[src/rtl/serial_adder.sv]
// Bit-serial WIDTH-bit adder: one full-adder cell plus a carry flop, LSB first.
// Optional subtract mode (input sub) is compiled in with `define SERIAL_ADDER_SUB_EN.
module serial_adder #(
  parameter int unsigned WIDTH = 4
) (
  input  logic             clk,
  input  logic             rst_n,
  input  logic             start,
  input  logic [WIDTH-1:0] a,
  input  logic [WIDTH-1:0] b,
  input  logic             cin,
`ifdef SERIAL_ADDER_SUB_EN
  input  logic             sub,
`endif
  output logic             busy,
  output logic             done,
  output logic [WIDTH-1:0] sum,
  output logic             cout
);

  localparam int unsigned     CNT_W    = $clog2(WIDTH + 1);
  localparam logic [CNT_W-1:0] LAST_BIT = CNT_W'(WIDTH - 1);

  typedef enum logic [1:0] {
    S_IDLE = 2'd0,
    S_RUN  = 2'd1,
    S_DONE = 2'd2
  } state_t;

  state_t           r_state;
  logic [WIDTH-1:0] r_a_sr;
  logic [WIDTH-1:0] r_b_sr;
  logic             r_carry;
  logic [CNT_W-1:0] r_cnt;

  logic             w_s;
  logic             w_c;
  logic [WIDTH-1:0] w_res_next;
  logic [WIDTH-1:0] w_b_load;
  logic             w_cin_load;

  // The single full-adder cell operating on the current LSBs.
  assign w_s = r_a_sr[0] ^ r_b_sr[0] ^ r_carry;
  assign w_c = (r_a_sr[0] & r_b_sr[0]) | (r_a_sr[0] & r_carry) | (r_b_sr[0] & r_carry);

`ifdef SERIAL_ADDER_SUB_EN
  // Two's-complement subtract: invert B once at capture and force the carry-in.
  assign w_b_load   = sub ? ~b : b;
  assign w_cin_load = sub | cin;
`else
  assign w_b_load   = b;
  assign w_cin_load = cin;
`endif

  // Result shifter keeps only the WIDTH-1 bits already produced; the current bit is w_s.
  generate
    if (WIDTH > 1) begin : g_res
      logic [WIDTH-2:0] r_res_sr;

      always_ff @(posedge clk) begin
        if (!rst_n) begin
          r_res_sr <= '0;
        end else if (r_state == S_RUN) begin
          r_res_sr <= w_res_next[WIDTH-1:1];
        end
      end

      assign w_res_next = {w_s, r_res_sr};
    end else begin : g_res1
      assign w_res_next = w_s;
    end
  endgenerate

  // Control FSM, operand shifters, carry flop, counter and registered outputs.
  always_ff @(posedge clk) begin
    if (!rst_n) begin
      r_state <= S_IDLE;
      r_a_sr  <= '0;
      r_b_sr  <= '0;
      r_carry <= 1'b0;
      r_cnt   <= '0;
      busy    <= 1'b0;
      done    <= 1'b0;
      sum     <= '0;
      cout    <= 1'b0;
    end else begin
      done <= 1'b0;
      case (r_state)
        S_IDLE, S_DONE: begin
          if (start) begin
            r_a_sr  <= a;
            r_b_sr  <= w_b_load;
            r_carry <= w_cin_load;
            r_cnt   <= '0;
            busy    <= 1'b1;
            r_state <= S_RUN;
          end else begin
            r_state <= S_IDLE;
          end
        end
        S_RUN: begin
          r_a_sr  <= r_a_sr >> 1;
          r_b_sr  <= r_b_sr >> 1;
          r_carry <= w_c;
          r_cnt   <= r_cnt + CNT_W'(1);
          if (r_cnt == LAST_BIT) begin
            sum     <= w_res_next;
            cout    <= w_c;
            busy    <= 1'b0;
            done    <= 1'b1;
            r_state <= S_DONE;
          end
        end
        default: begin
          r_state <= S_IDLE;
          busy    <= 1'b0;
        end
      endcase
    end
  end

endmodule
[config.mk]
export PLATFORM = sky130hd
export DESIGN_NAME = serial_adder
export DESIGN_NICKNAME = d
export VERILOG_FILES = /design/src/rtl/serial_adder.sv
export SDC_FILE = /design/constraint.sdc
export NUM_CORES = 1
export LEC_CHECK = 0
export CAP_MARGIN = 10
export CORE_MARGIN = 3
export CORE_UTILIZATION = 25
export DETAILED_ROUTE_END_ITERATION = 6
export HOLD_SLACK_MARGIN = 0.12
export PLACE_DENSITY_LB_ADDON = 0.05
export SYNTH_ARGS = -nofsm -noshare
export SYNTH_HDL_FRONTEND = slang
export SYNTH_SLANG_ARGS = --single-unit
[constraint.sdc]
create_clock -name clk -period 3.8 [get_ports clk]
set_clock_uncertainty 0.1 [all_clocks]
set_input_delay 0.76 -clock clk [delete_from_list [all_inputs] [get_ports clk]]
set_output_delay 0.76 -clock clk [all_outputs]
set_load 0.005 [all_outputs]
==> results.txt <==
synth cell count leaders: nand2_1, dfxtp_1, a21boi_0
yosys warns: 0
Power Total: 0.475 mW
placed cells: 173
Setup WS pre-CTS: 1.39 ns
final setup vio count: 0
FF+latch count, synth: 24
leak pwr: 0.432 nW
Reg2Reg Depth: 3
register area: 480 sq um
TritonRoute pass-1 iters: 4
maximum VDD drop: 182 uV
Worst Hold Depth: 2
global-route wire length before repair: 3.51 mm
largest net degree at the start of global routing: 25
cell type with the highest aggregate area in the netlist: dfxtp_1
Final Hold Vio Count: 0
clock sink total: 24
RSZ-0062 raised after global routing: no
Slowest-stage cell, CP: nor2b_1
fraction of registers with async set/reset: 0%
I/O pin cnt: 19
critical path, cell by cell: clkdlybuf4s50_1 -> nor2b_1 -> nor3_1 -> o21a_1
status: completed
Setup CP Type: input port to flop
synth top area cells: dfxtp_1, nand2_1, a21boi_0
Cell Area, Synth: 991 sq um
number of global-route vias before repair: 793
post-DR wirelength/cell: 11.6 microns
switching share of power: 23.8%
share of layout cells above drive strength 1: 2.34%
relative slew slack: 47.9%
drt initial violations: 44
number of synthesized flops with an enable pin: 0
Final Cycle Share: 54.3%
Remaining Overflow, GRT: 0
Chip Height: 69.0 microns
Max FO, Critical Path: 11
core box area: 3740 sq um
Worst-Margin Slew: 0.781 ns
WHS: 0.369 ns
DRC: 0
internal power: 0.362 mW
Worst-path clk slew: 0.08 ns
DRT antenna net count: 0
fin worst setup slack: 1.74 ns
Startpoint Class: input port
final-stage net count: 145
number of gates resized after cts: 0
post-synthesis sequential area ratio: 48.5%
Clock Power Share: 30.8%
H-tree depth: 1
initial antenna violation count: 0
Synth Net Count: 130
Layout fillers: 420
Cell Rows: 22
initial core utilization: 26.5%
most common cell in the synthesized netlist: nand2_1
slowest stage delay, CP: 0.61 ns
Period minus WS final: 2.06 ns
stages on the worst setup path: 4
worst path bufs/invs: 1
Largest delay share family, worst path: simple AND/OR/NAND/NOR gates
DR vias: 791
Cells after Synth: 115
DRT Wirelength: 2.04 mm
die width: 69.0 microns
CTS Buf Count: 3
Max clock buf depth: 2
final core occ: 32.7%
share of total power in sequential cells: 57.4%
count of final max-slew check failures: 0
Critical Path AT: 2.12 ns
P_sw: 0.113 mW
Placement Cell Area: 1180 sq um
Power Density: 388 nW/um^2
Comb pwr share: 11.9%
ys flop type: dfxtp_1
Max Cap Viol: 0
area of the multi-input gates: 459 sq um
# Post-CTS Setup Buffers: 0
Syn Area/Cell: 8.62 sq um
count of unique library cells instantiated by Yosys: 22
final setup TNS: 0 ns
crit end category: flop
DP HPWL: 1.39 mm
All-Layer GR Usage: 10.1%
cell area after layout: 1220 sq um
Clk Latency, worst-skew pair: 0.26 ns
worst path required time: 3.86 ns
CTS tree: yes
vias per inst: 4.49
Synth-to-Final Area Change: 23.6%
buffers added on ports: 18
CTS root buf: clkbuf_8
Hold Crit Class: flop to flop
Post-CTS Hold Buffers: 0
Max Freq: 485 MHz
non-filler cells, final: 176
full die area: 4760 sq um
ANT cells: 0
Yosys top cell area share: 48.5%
global placement routability congestion: 0.696
[tightest hold or removal path, cell delays in order, from the launching register on]
cell,delay (ns)
dfxtp_1,0.31
nand2_1,0.05
a21boi_0,0.06
[area by class of cell]
class,instances,area share (%)
Tap cell,48,4.90
Clock buffer,3,3.37
Multi-Input combinational cell,82,37.5
Sequential cell,24,39.2
Timing Repair Buffer,18,14.7
Inverter,1,0.306
[logic make-up (layout without fill, tap and decap cells)]
logic type | Yosys count | after routing | synth area share, %
fa+ha+maj | 3 | 3 | 4.55
compound gates | 30 | 30 | 19.3
buf+inv | 9 | 22 | 5.18
flops | 24 | 24 | 48.5
simple gates | 49 | 49 | 22.5
[per-layer routing]
metal | vias to the layer above | global-route usage (%) | part of all wire [%]
met4 | 0 | 2.19 | 0.83
met2 | 14 | 18.3 | 47
met1 | 361 | 10.9 | 48
met5 | - | 0 | 0
met3 | 2 | 3.89 | 3.8
li1 | 414 | - | -
[placed cells by master, fill, tap and decap left out]
cell type and n:
o21a_1 2, a21boi_0 11, clkbuf_8 3, nand2b_1 2, fa_1 1, o21ai_0 9, nor2b_1 2, ha_1 2
inv_1 1, and3_1 3, a31oi_1 7, nand3_1 8, and2_1 1, nand2_1 28, nand3b_1 1, a21oi_1 1
dfxtp_1 24, clkdlybuf4s50_1 18, nor3_1 1, nor2_1 2, and2b_1 1
[sequential cells by signal, summed over array words and instances (netlist names), 2 cells and up]
register        flops
r_b_sr              4
sum                 4
r_cnt               3
r_a_sr              4
g_res.r_res_sr      3
r_state             2
[power groups by stage]
stage                     combinational, mW  clock, mW  sequential (mW)
final                                0.0563      0.146            0.272
after global routing                 0.0663      0.164            0.274
after CTS                            0.0580      0.158            0.273
after detailed placement             0.0578          0            0.279
after global placement               0.0579          0            0.278
after floorplan                      0.0395          0            0.277
[path summary, 6_finish.rpt]
| path | startpoint | end | slack [ns] |
|---|---|---|---|
| worst min register to register | cout | cout | 0.37 |
| worst min-delay path | cout | cout | 0.37 |
| worst max-delay path | start | r_cnt[2] | 1.74 |
| worst max register to register | r_state[0] | r_cnt[0] | 2.22 |
Power figures use the tool's default switching activity.
